--- config.mk ---
export PLATFORM = sky130hd
export DESIGN_NAME = msk_unmask_deserializer
export DESIGN_NICKNAME = d
export VERILOG_FILES = /design/src/rtl/msk_unmask_deserializer.sv
export SDC_FILE = /design/constraint.sdc
export NUM_CORES = 1
export LEC_CHECK = 0
export CAP_MARGIN = 20
export CORE_ASPECT_RATIO = 0.8
export CORE_MARGIN = 1.5
export CORE_UTILIZATION = 48
export DETAILED_ROUTE_END_ITERATION = 16
export GPL_TIMING_DRIVEN = 1
export PLACE_DENSITY = 0.91
export SYNTH_ARGS = -nofsm -noshare
export SYNTH_HDL_FRONTEND = slang
export SYNTH_SLANG_ARGS = --single-unit
--- constraint.sdc ---
create_clock -name clk -period 4 [get_ports clk]
set_input_delay 1 -clock clk [delete_from_list [all_inputs] [get_ports clk]]
set_output_delay 1 -clock clk [all_outputs]
set_load 0.01 [all_outputs]
--- src/rtl/msk_unmask_deserializer.sv ---
// Recombines d-share masked columns into cleartext and assembles NCOL columns
// into one output block, with valid/ready handshakes on both sides.
module msk_unmask_deserializer #(
    parameter int d    = 2,
    parameter int W    = 32,
    parameter int NCOL = 4
) (
    input  logic                clk,
    input  logic                rst_n,
    input  logic                clear,
    input  logic                in_valid,
    output logic                in_ready,
    input  logic [d*W-1:0]      in_sh,
    output logic                out_valid,
    input  logic                out_ready,
    output logic [W*NCOL-1:0]   out_data
);

    localparam int CW = (NCOL > 1) ? $clog2(NCOL) : 1;
    localparam logic [CW-1:0] CNT_LAST = CW'(NCOL - 1);

    typedef enum logic {
        COLLECT = 1'b0,
        FULL    = 1'b1
    } state_t;

    state_t                state_q, state_d;
    logic [CW-1:0]         cnt_q, cnt_d;
    logic [W*NCOL-1:0]     data_q, data_d;
    logic                  accept;
    logic                  wr_en;
    logic [CW-1:0]         wr_idx;
    logic [W-1:0]          col_plain;

    // Share j of bit i sits at in_sh[i*d+j]; XOR across shares recovers bit i.
    function automatic logic [W-1:0] unmask(input logic [d*W-1:0] sh);
        logic [W-1:0] r;
        r = '0;
        for (int i = 0; i < W; i++) begin
            for (int j = 0; j < d; j++) begin
                r[i] = r[i] ^ sh[i*d + j];
            end
        end
        return r;
    endfunction

    assign col_plain = unmask(in_sh);

    always_comb begin
        in_ready = (state_q == COLLECT) ? 1'b1 : out_ready;
        accept   = in_valid && in_ready && !clear;
        state_d  = state_q;
        cnt_d    = cnt_q;
        wr_en    = 1'b0;
        wr_idx   = cnt_q;

        case (state_q)
            COLLECT: begin
                if (accept) begin
                    wr_en  = 1'b1;
                    wr_idx = cnt_q;
                    if (cnt_q == CNT_LAST) begin
                        state_d = FULL;
                        cnt_d   = '0;
                    end else begin
                        cnt_d = cnt_q + CW'(1);
                    end
                end
            end
            FULL: begin
                if (out_ready) begin
                    if (accept) begin
                        // Drain and refill in the same cycle: new column opens the next block.
                        wr_en  = 1'b1;
                        wr_idx = '0;
                        if (NCOL == 1) begin
                            state_d = FULL;
                            cnt_d   = '0;
                        end else begin
                            state_d = COLLECT;
                            cnt_d   = CW'(1);
                        end
                    end else begin
                        state_d = COLLECT;
                        cnt_d   = '0;
                    end
                end
            end
            default: begin
                state_d = COLLECT;
                cnt_d   = '0;
            end
        endcase

        if (clear) begin
            state_d = COLLECT;
            cnt_d   = '0;
        end
    end

    always_comb begin
        data_d = data_q;
        for (int k = 0; k < NCOL; k++) begin
            if (wr_en && (wr_idx == CW'(k))) begin
                data_d[k*W +: W] = col_plain;
            end
        end
    end

    always_ff @(posedge clk or negedge rst_n) begin
        if (!rst_n) begin
            state_q <= COLLECT;
            cnt_q   <= '0;
            data_q  <= '0;
        end else begin
            state_q <= state_d;
            cnt_q   <= cnt_d;
            data_q  <= data_d;
        end
    end

    assign out_valid = (state_q == FULL);
    assign out_data  = data_q;

endmodule

==> results_dict.tcl <==
set metrics [dict create \
    yosysWarnings 0 \
    wl_per_cell_microns 18.55 \
    final.min_clock_period_ns 3.204 \
    critical_path_depth 4 \
    critPathSlowestCell "clkdlybuf4s50_1" \
    synth_fp_nets 396 \
    wl_met3_microns 1014 \
    first_global_vias 3810 \
    hold_depth 1 \
    wirelength_microns 12860 \
    clk_latency_ns 0.41 \
    required_ns 3.00 \
    total_power_w 0.005017 \
    cp_top_family "buffers and inverters" \
    synth-simple-area-share_pct 1.213 \
    yosysUniqueCellTypes 22 \
    syn_area_sq_mm 0.005468 \
    finalHoldViolCount 0 \
    die_y_microns 98.46 \
    min_path_type "flop to flop" \
    vias 3498 \
    drc 0 \
    synth_top_family_by_area "multiplexers" \
    grt_antenna_before_repair 0 \
    firstDrtPassIters 4 \
    synthCells 326 \
    rsz0062_at_grt "false" \
    grt_pass1_wl_microns 20260 \
    fillers 680 \
    final_util_pct 74.30 \
    critical_path_buf_inv_count 3 \
    grt_max_degree 77 \
    hold_buffers 0 \
    peakVddDrop_mv 0.3909 \
    status "completed" \
    track_usage_pct 22.53 \
    rows 34 \
    synth_top_area_share_pct 59.95 \
    start_util_pct 49.82 \
    ios 199 \
    root_buffer "clkbuf_16" \
    cts_resized 0 \
    fin_tns_setup_ns 0 \
    coreArea_sq_mm 0.01098 \
    finalSetupViolCount 0 \
    fin_nets 606 \
    hpwl_microns 9220 \
    end_kind "output port" \
    drive_gt1_share_pct 30.42 \
    ctsHtreeMaxLevel 4 \
    cp.arrival_ns 2.20 \
    slew_violations 0 \
    critPathMostFrequentCell "clkdlybuf4s50_1" \
    top_layer_used "met4" \
    cts_tree "built" \
    synth.avg_cell_area_sq_um 16.77 \
    antenna_left 0 \
    finalCritPeriodShare_pct 80.09 \
    cp-start-kind "input pin" \
    clk_pin_slew_ns 0.06 \
    globalplace.congestion 0.8105 \
    power_density_mw_per_mm2 615.2 \
    synthMuxAreaShare_pct 30.66 \
    slew_headroom_pct 37.40 \
    crit_fanout 3 \
    crit_type "input pin to output port" \
    first_iter_violations 115 \
    via_per_inst 5.048 \
    synth.area.top_cells "dfrtp_1 60%, mux2_4 16%, mux2_2 14%" \
    r2r_cells 4 \
    synth_fa_ha_area_share_pct 0.2288 \
    synth_compound_area_share_pct 0.7094 \
    skew_ns 0.006634 \
    synth_top_cell_by_area "dfrtp_1" \
    numCtsBuffers 17 \
    post_cts_buffers 0 \
    io_buffers 198 \
    ys_seq_elements 131 \
    ctsLongestPathBuffers 2 \
    syn_to_final_growth_pct 49.15 \
    worst_slew_pin_slew_ns 0.9390 \
    multiInputGateArea_sq_mm 0.002076 \
    die_area_sq_mm 0.01204 \
    drv_cap 0 \
    wl_met1_microns 5211 \
    wl_met2_microns 6254 \
    leakagePower_nw 3.673 \
    synth_xor_area_share_pct 5.126 \
    overflow 0 \
    die_w_microns 122.3 \
    diodes 0 \
    crit_chain "clkdlybuf4s50_1 > nor2b_1 > inv_1 > clkdlybuf4s50_1" \
    cts_sinks 131 \
    fmax_mhz 312.2 \
    seq_area_sq_mm 0.003278 \
    ys_seq_area_share_pct 59.95 \
    cpPeakStageDelay_ns 0.48 \
]
-- layout by cell type, fill, tap and decap left out, drive strengths merged --
cell type and count:
nor3 2, clkinvlp 5, clkbuf 18, a2bb2oi 1
nor2 3, xor2 32, buf 8, clkinv 7
o21ai 2, and2 1, nand4 1, nand3b 1
and4b 1, dfrtp 131, nor2b 1, a21oi 2
o211a 1, mux2 128, inv 3, mux2i 1
bufinv 1, ha 1, nand4b 1, clkdlybuf4s50 197
-- Yosys cell counts --
| cell | number |
|---|---|
| and4b_1 | 1 |
| mux2_4 | 60 |
| nor3_1 | 2 |
| nand3b_1 | 1 |
| nand4_1 | 1 |
| o211a_2 | 1 |
| nor2b_1 | 1 |
| xor2_1 | 32 |
| mux2i_1 | 1 |
| buf_6 | 6 |
| ha_1 | 1 |
| o21ai_0 | 2 |
| mux2_1 | 2 |
| mux2_2 | 66 |
| dfrtp_1 | 131 |
| a21oi_1 | 2 |
| and2_1 | 1 |
| buf_2 | 8 |
| nand4b_1 | 1 |
| a2bb2oi_1 | 1 |
| nor2_1 | 3 |
| inv_1 | 2 |
-- worst reg2reg max path: stages, from the launching register on --
cell	delay (ns)
dfrtp_1	0.45
nor3_1	0.21
o211a_2	0.62
buf_12	0.29
mux2_4	0.32
-- registers in the layout (all words and copies together), names as in the netlist --
name	cells
out_valid	1
out_data	128
cnt_q	2
-- routing by layer --
| metal | vias to the layer above | track usage, % |
|---|---|---|
| met5 | - | 0 |
| met3 | 31 | 8.160 |
| met4 | 0 | 10.55 |
| met1 | 1752 | 27.26 |
| li1 | 1560 | - |
| met2 | 155 | 36.01 |
-- metrics by stage --
stage,setup WS [ns],hold WS (ns),instances,area [sq um]
2_1_floorplan,1.759,0.5344,326,5468
3_3_place_gp,0.8669,0.4754,661,7611
3_5_place_dp,0.7979,0.4912,661,7611
4_1_cts,0.7971,0.5046,693,8155
5_1_grt,0.7072,0.5199,693,8155
6_report,0.7965,0.5027,693,8155
-- cell type report --
| type | count | area share, % |
|---|---|---|
| Clock inverter | 14 | 1.411 |
| Timing Repair Buffer | 205 | 25.38 |
| Multi-Input combinational cell | 179 | 25.45 |
| Clock buffer | 18 | 5.262 |
| Tap cell | 144 | 2.209 |
| Sequential cell | 131 | 40.20 |
| Inverter | 2 | 0.09205 |
-- worst paths after layout --
kind	from	end	slack [ns]
max	out_ready	in_ready	0.80
min	out_data[87]$_DFFE_PN0P_	out_data[87]$_DFFE_PN0P_	0.50
max reg2reg	out_valid$_DFF_PN0_	out_data[22]$_DFFE_PN0P_	1.99
min reg2reg	out_data[87]$_DFFE_PN0P_	out_data[87]$_DFFE_PN0P_	0.50
max in group asynchronous	rst_n	out_data[64]$_DFFE_PN0P_	2.44
min in group asynchronous	rst_n	out_data[69]$_DFFE_PN0P_	0.73
-- report_power, final --
part	total, W	switching [W]	internal [W]	leakage [nW]
sequential	0.00193	0.000227	0.00171	1.64
clock	0.00141	0.000559	0.000847	0.258
combinational	0.00168	0.000584	0.00109	1.77
-- cell families (layout without fill, tap and decap cells) --
logic type	count (synthesis)	in the layout
buffers and inverters	16	239
and+or+nand+nor	11	11
xor gates and xnor gates	32	32
AOI/OAI and AO/OA	6	6
DFF	131	131
muxes	129	129
adders and majority gates	1	1
Note: power is estimated with default switching activity, not from simulation.
